===== config.mk =====
export PLATFORM = sky130hd
export DESIGN_NAME = axi_rd_arbiter
export DESIGN_NICKNAME = d
export VERILOG_FILES = /design/src/rtl/axi_rd_arbiter.sv
export SDC_FILE = /design/constraint.sdc
export NUM_CORES = 1
export LEC_CHECK = 0
export ABC_AREA = 1
export CAP_MARGIN = 20
export CORE_AREA = 2 2 640 642
export DETAILED_ROUTE_END_ITERATION = 8
export DIE_AREA = 0 0 642 644
export RECOVER_POWER = 25
export SYNTH_ARGS = -nofsm -noshare
export SYNTH_HDL_FRONTEND = slang
export SYNTH_SLANG_ARGS = --single-unit

===== constraint.sdc =====
create_clock -name clk -period 4.2 [get_ports clk]
set_clock_uncertainty 0.1 [all_clocks]
set_input_delay 0.84 -clock clk [delete_from_list [all_inputs] [get_ports clk]]
set_output_delay 0.84 -clock clk [all_outputs]
set_load 0.02 [all_outputs]

===== src/rtl/axi_rd_arbiter.sv =====
// Two-requester (inst/data) read arbiter in front of a single AXI read bridge.
// One transaction in flight; data has priority, with a starvation guard for inst.
module axi_rd_arbiter #(
  parameter int STARVE_MAX = 4
) (
  input  logic         clk,
  input  logic         resetn,
  input  logic         inst_rd_req,
  input  logic [1:0]   inst_rd_type,
  input  logic [31:0]  inst_rd_addr,
  output logic         inst_rd_rdy,
  output logic         inst_ret_valid,
  output logic [511:0] inst_ret_data,
  output logic         inst_ret_half,
  input  logic         data_rd_req,
  input  logic [1:0]   data_rd_type,
  input  logic [31:0]  data_rd_addr,
  output logic         data_rd_rdy,
  output logic         data_ret_valid,
  output logic [511:0] data_ret_data,
  output logic         data_ret_half,
  output logic         axi_rd_req,
  output logic [1:0]   axi_rd_type,
  output logic [31:0]  axi_rd_addr,
  input  logic         axi_rd_rdy,
  input  logic         axi_ret_valid,
  input  logic [511:0] axi_ret_data,
  input  logic         axi_ret_half
);

  localparam logic [2:0] ST_IDLE    = 3'b001;
  localparam logic [2:0] ST_REQ     = 3'b010;
  localparam logic [2:0] ST_WAIT    = 3'b100;
  localparam logic [2:0] STARVE_LIM = 3'(STARVE_MAX);

  logic [2:0]  r_state;
  logic [2:0]  w_state_next;
  logic        r_owner;        // 0 = inst, 1 = data
  logic [1:0]  r_type;
  logic [31:0] r_addr;
  logic [2:0]  r_starve_cnt;

  logic w_grant;
  logic w_grant_inst;
  logic w_starve_hit;

  assign w_starve_hit = (r_starve_cnt == STARVE_LIM);
  assign w_grant      = (r_state == ST_IDLE) && (inst_rd_req || data_rd_req);
  assign w_grant_inst = inst_rd_req && (!data_rd_req || w_starve_hit);

  always_ff @(posedge clk or negedge resetn) begin
    if (!resetn) begin
      r_state <= ST_IDLE;
    end else begin
      r_state <= w_state_next;
    end
  end

  always_comb begin
    w_state_next = r_state;
    case (r_state)
      ST_IDLE: if (inst_rd_req || data_rd_req) w_state_next = ST_REQ;
      ST_REQ:  if (axi_rd_rdy) w_state_next = ST_WAIT;
      ST_WAIT: if (axi_ret_valid && !axi_ret_half) w_state_next = ST_IDLE;
      default: w_state_next = ST_IDLE;
    endcase
  end

  always_comb begin
    axi_rd_req     = 1'b0;
    inst_rd_rdy    = 1'b0;
    data_rd_rdy    = 1'b0;
    inst_ret_valid = 1'b0;
    data_ret_valid = 1'b0;
    inst_ret_half  = 1'b0;
    data_ret_half  = 1'b0;
    case (r_state)
      ST_REQ: begin
        axi_rd_req  = 1'b1;
        inst_rd_rdy = !r_owner && axi_rd_rdy;
        data_rd_rdy =  r_owner && axi_rd_rdy;
      end
      ST_WAIT: begin
        inst_ret_valid = !r_owner && axi_ret_valid;
        data_ret_valid =  r_owner && axi_ret_valid;
        inst_ret_half  = !r_owner && axi_ret_half;
        data_ret_half  =  r_owner && axi_ret_half;
      end
      default: ;
    endcase
  end

  assign axi_rd_type   = r_type;
  assign axi_rd_addr   = r_addr;
  assign inst_ret_data = axi_ret_data;
  assign data_ret_data = axi_ret_data;

  // Request details are captured at grant so the bridge sees a stable copy.
  always_ff @(posedge clk or negedge resetn) begin
    if (!resetn) begin
      r_owner      <= 1'b0;
      r_type       <= 2'b00;
      r_addr       <= 32'h0;
      r_starve_cnt <= 3'd0;
    end else if (w_grant) begin
      r_owner <= !w_grant_inst;
      r_type  <= w_grant_inst ? inst_rd_type : data_rd_type;
      r_addr  <= w_grant_inst ? inst_rd_addr : data_rd_addr;
      if (w_grant_inst) begin
        r_starve_cnt <= 3'd0;
      end else if (inst_rd_req && !w_starve_hit) begin
        r_starve_cnt <= r_starve_cnt + 3'd1;
      end
    end
  end

endmodule

======== After elaboration in Yosys (flattened, before gate mapping) ========
Cells that the tools add are included.
storage, ports and cells
  flip-flop bits (word level) ............. 41
  bits in latches ......................... 0
  bits in writable memories ............... 0
  ROM bits ................................ 0
  input port bits ......................... 587
  output and inout bits ................... 1065
  word-level logic and storage cells ...... 48
  memories kept ........................... 0
cells by class
  $add $sub $neg .......................... 1
  multiply operators ...................... 0
  divide/modulo/power cells ............... 0
  $lt $le $gt $ge ......................... 0
  eq/ne operators ......................... 7
  shift operators ......................... 0
  muxes and demuxes ....................... 15
  bitwise gates (word level) .............. 0
  reductions and logical operators ........ 20
operators by type and width
  cell                   count
  $mux W32               1
  $mux W3                5
  $logic_and A1 B1 Y1    10
  $pmux W3 S3            1
  $mux W1                7
  $eq A3 B3 Y1 const B   2
  $logic_not A1 Y1       5
  $ne A2 B2 Y1 const B   2
  $add A3 B1 Y3 const B  1
  $eq A3 B1 Y1 const B   1
  $eq A3 B2 Y1 const B   1
  $reduce_and A3 Y1      1
  $logic_or A1 B1 Y1     2
  $mux W2                1
  $ne A2 B1 Y1 const B   1
  $reduce_and A2 Y1      1
  $reduce_bool A2 Y1     1

======== Depth between registers and ports, before layout ========
Gate-level depths: netlist of run 1.
  depth after elaboration ................. 5
  mapped depth ............................ 9
  depth with buffers taken out ............ 8

======== Worst setup path before layout of run 1 ========
OpenSTA, ideal clock, no wires.
  kind .................................... input to output
  from .................................... in axi_ret_half
  to ...................................... out data_ret_half
  arrival ................................. 1388 ps
  required time ........................... 3260 ps
  setup slack ............................. 1872 ps
  stages on the path ...................... 2
  path buffers ............................ 0
  cell sequence ........................... inv_1 nor3_1
between the ends
  longest elaborated chain between the ends .. 2
RTL lines
  element              RTL line  RTL
  from (decl)          28        input logic axi_ret_half
  $logic_and A1 B1 Y1  87        data_ret_half = r_owner && axi_ret_half;
  $mux W1              77        case (r_state)
  to (decl)            21        output logic data_ret_half,
Every way passes these cells.

======== Final worst setup path of run 1 ========
Same ends and word-level chain as after synthesis.

==> out/qor.csv, run 1 <==
stage,metric,value,unit
worst_setup_path,timing.critical_path.from,axi_ret_half,
detailed_routing,wl,343000,um
hold_path,hold_path_depth,2,
logic_synthesis,number_of_different_library_cells_in_the_post_synthesis_netlist,22,
worst_setup_path,crit_fanout,3,
global_route,largest_net_degree_at_the_start_of_global_routing,37,
power,highest_ir_drop_seen_on_vdd,0.000220,V
detailed_routing,number_of_optimization_iterations_in_the_first_detailed_route_pass,6,
logic_synthesis,synth.net_count,1965,
floorplanning,fp.dieH,644,um
logic_synthesis,yosys_most_used_dff,dfrtp_1,
logic_synthesis,synth_commonest_cells,"1,024 x buf_4, 116 x nand2_1, 81 x inv_1",
cts,tritoncts_buffer_count,5,
place,post-place-cells,5909,
power,intPower,1.37,mW
logic_synthesis,synth_cells,1376,
cts,cts_resized,0,
floorplanning,design.die.area,413000,um^2
sta,worst-slew-pin-transition,795,ps
power,power_per_standard_cell_area,261,nW/um^2
sta,shortest_period_the_worst_path_allows,3700,ps
logic_synthesis,yosys.cell_count.top_type,buf_4,
floorplanning,start_util,0.0248,
cts,post-cts-setup-buffers,0,
logic_synthesis,fraction_of_registers_with_async_set_reset,1.00,
cts,cts_hold_repair.buffers,0,
worst_setup_path,worstReg2RegStart,r_starve_cnt[0],
logic_synthesis,synth_edf_count,0,
worst_setup_path,cp-end-kind,output pin,
logic_synthesis,synth_area_per_cell,7.35,um^2
sta,max_slew_margin,0.470,
cells_and_area,layout-drive-gt1-share,0.0558,
cells_and_area,layout.nets,1054,
worst_setup_path,setup.worst_path.start_class,input port,
power,leakage,2.04,nW
cts,clock_tree.root_cell,clkbuf_16,
sta,final_max_slew_viol_count,0,
global_route,grt.total_usage,0.160,
global_route,number_of_antenna_violations_at_the_first_check_in_global_routing,49,
cells_and_area,fin_util,0.0257,
hold_path,min_to,axi_rd_addr[11],
cts,cts.reportedPaths.clkPinSlew,80,ps
place,hpwl,332000,um
logic_synthesis,seq_area_frac_synth,0.102,
status,outcome,finished clean,
global_route,grt_first_pass_wirelength,360000,um
logic_synthesis,syn-cell-area,10100,um^2
sta,hold-worst-slack,384,ps
place,finalWeightedCongestion,0.662,
logic_synthesis,synthesis.yosys.warnings,0,
cts,clkLatencyLatePin,350,ps
cells_and_area,final_cell_count_no_fill,5926,
worst_setup_path,crit_arrival,2760,ps
detailed_routing,drt-vias-per-instance,1.04,
floorplanning,ios,1652,
sta,grt_setup_unrepaired,false,
logic_synthesis,yosys.area.top_type,buf_4,
worst_setup_path,reg2reg_slack,1760,ps
power,seqPwrFrac,0.266,
sta,endpoints_failing_setup,0,
cts,htree_num_levels,2,
detailed_routing,drt_iter0_drc,671,
power,switching_power_of_the_nets,1.37,mW
floorplanning,die_width,642,um
sta,achievable_freq,270,MHz
sta,report.final.hold_viol_count,0,
global_route,vias_in_the_first_global_route,4972,
cts,tritoncts,yes,
logic_synthesis,synth.area.top_cells,"buf_4 76%, dfrtp_1 9.9%, nand2_1 4.3%, nand3_1 3.5%, inv_1 3.0%",
hold_path,worst_min_delay_path_category,register to register,
worst_setup_path,timing.reg2reg.worst_path_depth,9,
floorplanning,core.rowCount,235,
sta,totalNegativeSetupSlack,0,ps
global_route,grt_remaining_overflow,0,
place,io_buffer_count,115,
run,cap_viol_max_count,0,
worst_setup_path,cp_data_required_time,3260,ps
floorplanning,core,408000,um^2
cts,cts.path.max_buffers,2,
detailed_routing,via_count,6136,
logic_synthesis,synth_seq_cells,41,
worst_setup_path,rr_endpoint,axi_rd_addr[4],
power,netSwitchingFraction,0.501,
power,pwr-share-clk,0.183,
detailed_routing,drc,0,
cts,cts_num_sinks,41,
detailed_routing,avgRoutedWirePerCell,57.9,um
cells_and_area,area_growth,3.73,%
logic_synthesis,synth.top_cell.area_share,0.760,
worst_setup_path,critPathKind,input port to output pin,
detailed_routing,antenna_violating_nets_post_route,0,
power,logic_pwr_share,0.551,
sta,final_min_period_over_clock_period,0.880,
hold_path,startpoint_of_the_lowest_slack_hold_path,axi_rd_addr[11],
==> metal layers <==
| layer | track usage | routed length (um) | up-vias |
|---|---|---|---|
| met2 | 0.261 | 158000 | 2385 |
| met1 | 0.0391 | 29500 | 2079 |
| met3 | 0.305 | 138000 | 311 |
| met4 | 0.0613 | 16000 | 74 |
| met5 | 0.0239 | 1700 | - |
| li1 | - | - | 1287 |
==> metrics by stage <==
step | worst slack [ps] | total power, mW | cell area (um^2)
finish | 502 | 2.74 | 10500
global route | 459 | 2.91 | 10500
CTS | 415 | 2.84 | 10500
detailed placement | 419 | 2.29 | 10300
global placement | 416 | 2.27 | 10300
floorplan | 1870 | 2.86 | 10100
==> registers in the layout, indices dropped and copies added (netlist names) <==
| signal | count |
|---|---|
| r_starve_cnt | 3 |
| r_owner | 1 |
| axi_rd_type | 2 |
| r_state | 3 |
| axi_rd_addr | 32 |
==> cell usage in the layout (no fill, tap or decap), drive strengths merged <==
cell | netlist | layout
buf | 1040 | 12
clkbuf | 0 | 7
clkdlybuf4s50 | 0 | 109
clkinvlp | 0 | 2
dfrtp | 40 | 40
dfstp | 1 | 1
diode | 0 | 9
ha | 2 | 2
inv | 83 | 83
nand2 | 118 | 118
nand3 | 72 | 72
nand4 | 1 | 1
nor2 | 10 | 10
nor3 | 4 | 4
o21ai | 3 | 3
o21bai | 1 | 1
xor2 | 1 | 1
==> cell type report <==
class,count,area (um^2)
Clock buffer,6,129
Timing Repair Buffer,122,1200
Sequential cell,41,1030
Multi-Input combinational cell,212,962
Clock inverter,2,15.0
Inverter,83,314
Fill cell,48862,397000
Antenna cell,9,22.5
Tap cell,5451,6820
==> worst max-delay path by stage <==
| stage | endpoint | slack [ps] | cells after the start |
|---|---|---|---|
| 2_1_floorplan | data_ret_half | 1870 | 2 |
| 3_3_place_gp | data_ret_half | 420 | 4 |
| 3_5_place_dp | data_ret_half | 420 | 4 |
| 4_1_cts | data_ret_half | 420 | 4 |
| 5_1_grt | data_ret_half | 460 | 4 |
| 6_report | data_ret_half | 500 | 4 |
==> kinds of logic (layout without fill, tap and decap cells) <==
group / count (synthesis) / count (layout) / synth area share
fa+ha+maj: 2 / 2 / 0.00247
buf+inv: 1123 / 213 / 0.803
xor+xnor: 1 / 1 / 0.000866
simple gates: 205 / 205 / 0.0898
compound gates: 4 / 4 / 0.00223
flops: 41 / 41 / 0.102
other cells: 0 / 9 / 0
==> power groups by stage <==
stage               Sequential, mW  Combinational [mW]  Clock, mW
floorplan                    0.911                1.95          0
global placement             0.719                1.55          0
detailed placement           0.728                1.56          0
CTS                          0.720                1.56      0.559
global route                 0.743                1.62      0.545
finish                       0.730                1.51      0.501
==> critical path, stage by stage <==
cell and delay, ps:
clkdlybuf4s50_1 730, inv_1 160, nor3_1 280, clkdlybuf4s50_1 740
Power figures use the tool's default switching activity.
==> run 2, diff against run 1 <==
--- a/config.mk
+++ b/config.mk
@@ -5,12 +5,12 @@
 export SDC_FILE = /design/constraint.sdc
 export NUM_CORES = 1
 export LEC_CHECK = 0
-export ABC_AREA = 1
 export CAP_MARGIN = 20
-export CORE_AREA = 2 2 640 642
+export CORE_AREA = 2 2 645 647
 export DETAILED_ROUTE_END_ITERATION = 8
-export DIE_AREA = 0 0 642 644
+export DIE_AREA = 0 0 647 649
 export RECOVER_POWER = 25
+export SLEW_MARGIN = 20
 export SYNTH_ARGS = -nofsm -noshare
 export SYNTH_HDL_FRONTEND = slang
 export SYNTH_SLANG_ARGS = --single-unit
==> run 2 against run 1 <==
Net effect: the flow now finishes with violations (max-capacitance violations, max-slew violations); sequential cell count unchanged; core utilization is 0.078 points lower; wire length rose by 2.9%; power increased by 3.2%; setup slack worse by 160 ps; non-clock buffer count rose by 2; critical path type is now register to output pin; critical endpoint is now inst_rd_rdy; largest power group unchanged.
==> out/qor.csv, run 2 <==
stage,metric,value,unit
place,placed_cell_area,10100,um^2
power,logic_pwr_share,0.566,
cts,htree_num_levels,2,
detailed_routing,drt-vias-per-instance,1.00,
floorplanning,design.die.area,420000,um^2
logic_synthesis,yosys_most_used_dff,dfrtp_1,
cts,cts.path.max_buffers,2,
detailed_routing,via_count,5864,
power,pwr-share-clk,0.175,
cts,tritoncts_buffer_count,5,
sta,totalNegativeSetupSlack,0,ps
worst_setup_path,crit_arrival,2910,ps
sta,final_max_slew_viol_count,42,
worst_setup_path,setup.worst_path.start_class,register,
global_route,busiest_layer_in_global_routing,met3,
logic_synthesis,synth_area_per_cell,7.75,um^2
logic_synthesis,synthesis.yosys.warnings,0,
logic_synthesis,syn-cell-area,9860,um^2
cells_and_area,layout.nets,942,
sta,max_slew_margin,-0.131,
place,hpwl,343000,um
cells_and_area,cell_area_after_layout,10300,um^2
logic_synthesis,synth.top_cell.area_share,0.781,
cts,post-cts-setup-buffers,0,
logic_synthesis,synth_seq_cells,41,
logic_synthesis,synth_edf_count,0,
global_route,vias_in_the_first_global_route,4903,
power,switching_power_of_the_nets,1.43,mW
sta,grt_setup_unrepaired,false,
worst_setup_path,crit_fanout,8,
sta,hold-worst-slack,426,ps
cells_and_area,layout.cells.most_common,clkdlybuf4s50_1,
cts,cts.reportedPaths.clkPinSlew,70,ps
cells_and_area,largest_reg_flops,32,
power,netSwitchingFraction,0.507,
sta,worst_slack,347,ps
sta,shortest_period_the_worst_path_allows,3850,ps
floorplanning,core,413000,um^2
cells_and_area,area_growth,4.44,%
power,highest_ir_drop_seen_on_vdd,0.000309,V
logic_synthesis,yosys.area.top_type,buf_4,
cts,clkLatencyLatePin,350,ps
floorplanning,fp.dieH,649,um
detailed_routing,drc,0,
worst_setup_path,cp-end-kind,output pin,
hold_path,worst_min_delay_path_category,register to register,
detailed_routing,antenna_violating_nets_post_route,0,
sta,report.final.hold_viol_count,0,
power,intPower,1.40,mW
cts,tritoncts,yes,
run,cap_viol_max_count,1,
cts,cts_hold_repair.buffers,0,
sta,final_min_period_over_clock_period,0.917,
global_route,largest_net_degree_at_the_start_of_global_routing,42,
global_route,grt.total_usage,0.163,
cts,clock_tree.root_cell,clkbuf_16,
cts,cts_resized,0,
logic_synthesis,seq_area_frac_synth,0.104,
detailed_routing,number_of_optimization_iterations_in_the_first_detailed_route_pass,5,
sta,endpoints_failing_setup,0,
cells_and_area,fin_util,0.0250,
floorplanning,ios,1652,
sta,worst-slew-pin-transition,1700,ps
power,leakage,1.35,nW
cells_and_area,final_cell_count_no_fill,5844,
cells_and_area,layout-drive-gt1-share,0.0791,
floorplanning,core.rowCount,236,
cts,cts_num_sinks,41,
global_route,gr-usage-met3,0.305,
logic_synthesis,synth.net_count,1861,
status,outcome,"finished, violations left",
power,seqPwrFrac,0.259,
global_route,global_route.usage.met1,0.0444,
detailed_routing,avgRoutedWirePerCell,60.4,um
global_route,number_of_antenna_violations_at_the_first_check_in_global_routing,52,
logic_synthesis,fraction_of_registers_with_async_set_reset,1.00,
worst_setup_path,critPathKind,register to output pin,
worst_setup_path,cp_data_required_time,3260,ps
global_route,grt_util_met2,0.272,
place,finalWeightedCongestion,0.668,
logic_synthesis,synth.area.top_cells,"buf_4 78%, dfrtp_1 10%, a31oi_1 2.2%, o21ai_0 2.0%, a21oi_1 1.8%",
sta,achievable_freq,260,MHz
place,detailedPlace.worstSlack,276,ps
floorplanning,start_util,0.0239,
global_route,grt_first_pass_wirelength,370000,um
cells_and_area,top_library_cells_by_usage_in_the_layout_fill_and_taps_aside,"109 x clkdlybuf4s50_1, 40 x dfrtp_1, 39 x o21ai_0",
logic_synthesis,yosys.cell_count.top_type,buf_4,
place,post-place-cells,5820,
detailed_routing,wl,353000,um
status,violations,"max-capacitance violations, max-slew violations",
place,io_buffer_count,115,
power,finalPower,2.83,mW
floorplanning,die_width,647,um
logic_synthesis,synth_cells,1272,
power,power_per_standard_cell_area,275,nW/um^2
detailed_routing,drt_iter0_drc,685,
logic_synthesis,number_of_different_library_cells_in_the_post_synthesis_netlist,30,
global_route,grt_remaining_overflow,0,
logic_synthesis,synth_commonest_cells,"1,025 x buf_4, 40 x dfrtp_1, 39 x o21ai_0",
-- run 2: worst max-delay path, stage by stage (launching register included) --
cell and delay [ps]:
dfrtp_1 500, nor3b_1 720, nand2_1 190, nor2_1 380, clkdlybuf4s50_1 770
-- run 2: path summary, 6_finish.rpt --
path                            slack [ps]              end             from  cells past startpoint
max in group asynchronous             2150  axi_rd_addr[20]           resetn                      1
worst max-delay path                   350      inst_rd_rdy       r_state[1]                      4
min in group asynchronous              790   axi_rd_addr[0]           resetn                      1
worst max register to register        1940  axi_rd_addr[11]  r_starve_cnt[0]                      6
worst min register to register         430  r_starve_cnt[1]  r_starve_cnt[1]                      2
worst min-delay path                   430  r_starve_cnt[1]  r_starve_cnt[1]                      2
-- run 2: layout make-up --
type	instances	area [um^2]
antenna	16	40.0
tap	5474	6850
multi-input combinational	175	997
fill	49220	402000
timing repair buffer	124	1210
inverter	6	22.5
sequential	41	1030
clock buffer	8	146
-- run 2: metal layers --
layer	part of all wire	vias to the layer above
met1	0.095	2056
met4	0.027	46
met5	0.0049	-
li1	-	1151
met3	0.40	239
met2	0.47	2372
-- run 2: kinds of logic (layout without fill, tap and decap cells) --
family                     Yosys count  in the layout  share of synthesized area
DFF                                 41             41                      0.104
other                                0             16                          0
AOI/OAI and AO/OA                  115            115                     0.0651
adders and majority gates            2              2                    0.00254
and+or+nand+nor                     58             58                     0.0326
buffers and inverters             1056            138                      0.795
-- run 2: power by group through the flow --
stage,sequential (mW),clock [mW],combinational (mW)
final,0.733,0.494,1.60
after global placement,0.727,0,1.68
after floorplan,0.905,0,1.91
after detailed placement,0.732,0,1.68
after global routing,0.757,0.518,1.69
after CTS,0.730,0.526,1.69
==> run 3, diff against run 2 <==
--- a/config.mk
+++ b/config.mk
@@ -5,7 +5,6 @@
 export SDC_FILE = /design/constraint.sdc
 export NUM_CORES = 1
 export LEC_CHECK = 0
-export CAP_MARGIN = 20
 export CORE_AREA = 2 2 645 647
 export DETAILED_ROUTE_END_ITERATION = 8
 export DIE_AREA = 0 0 647 649
==> results of run 3 <==
No change in the layout: final DEF, timing and power equal those of run 2.
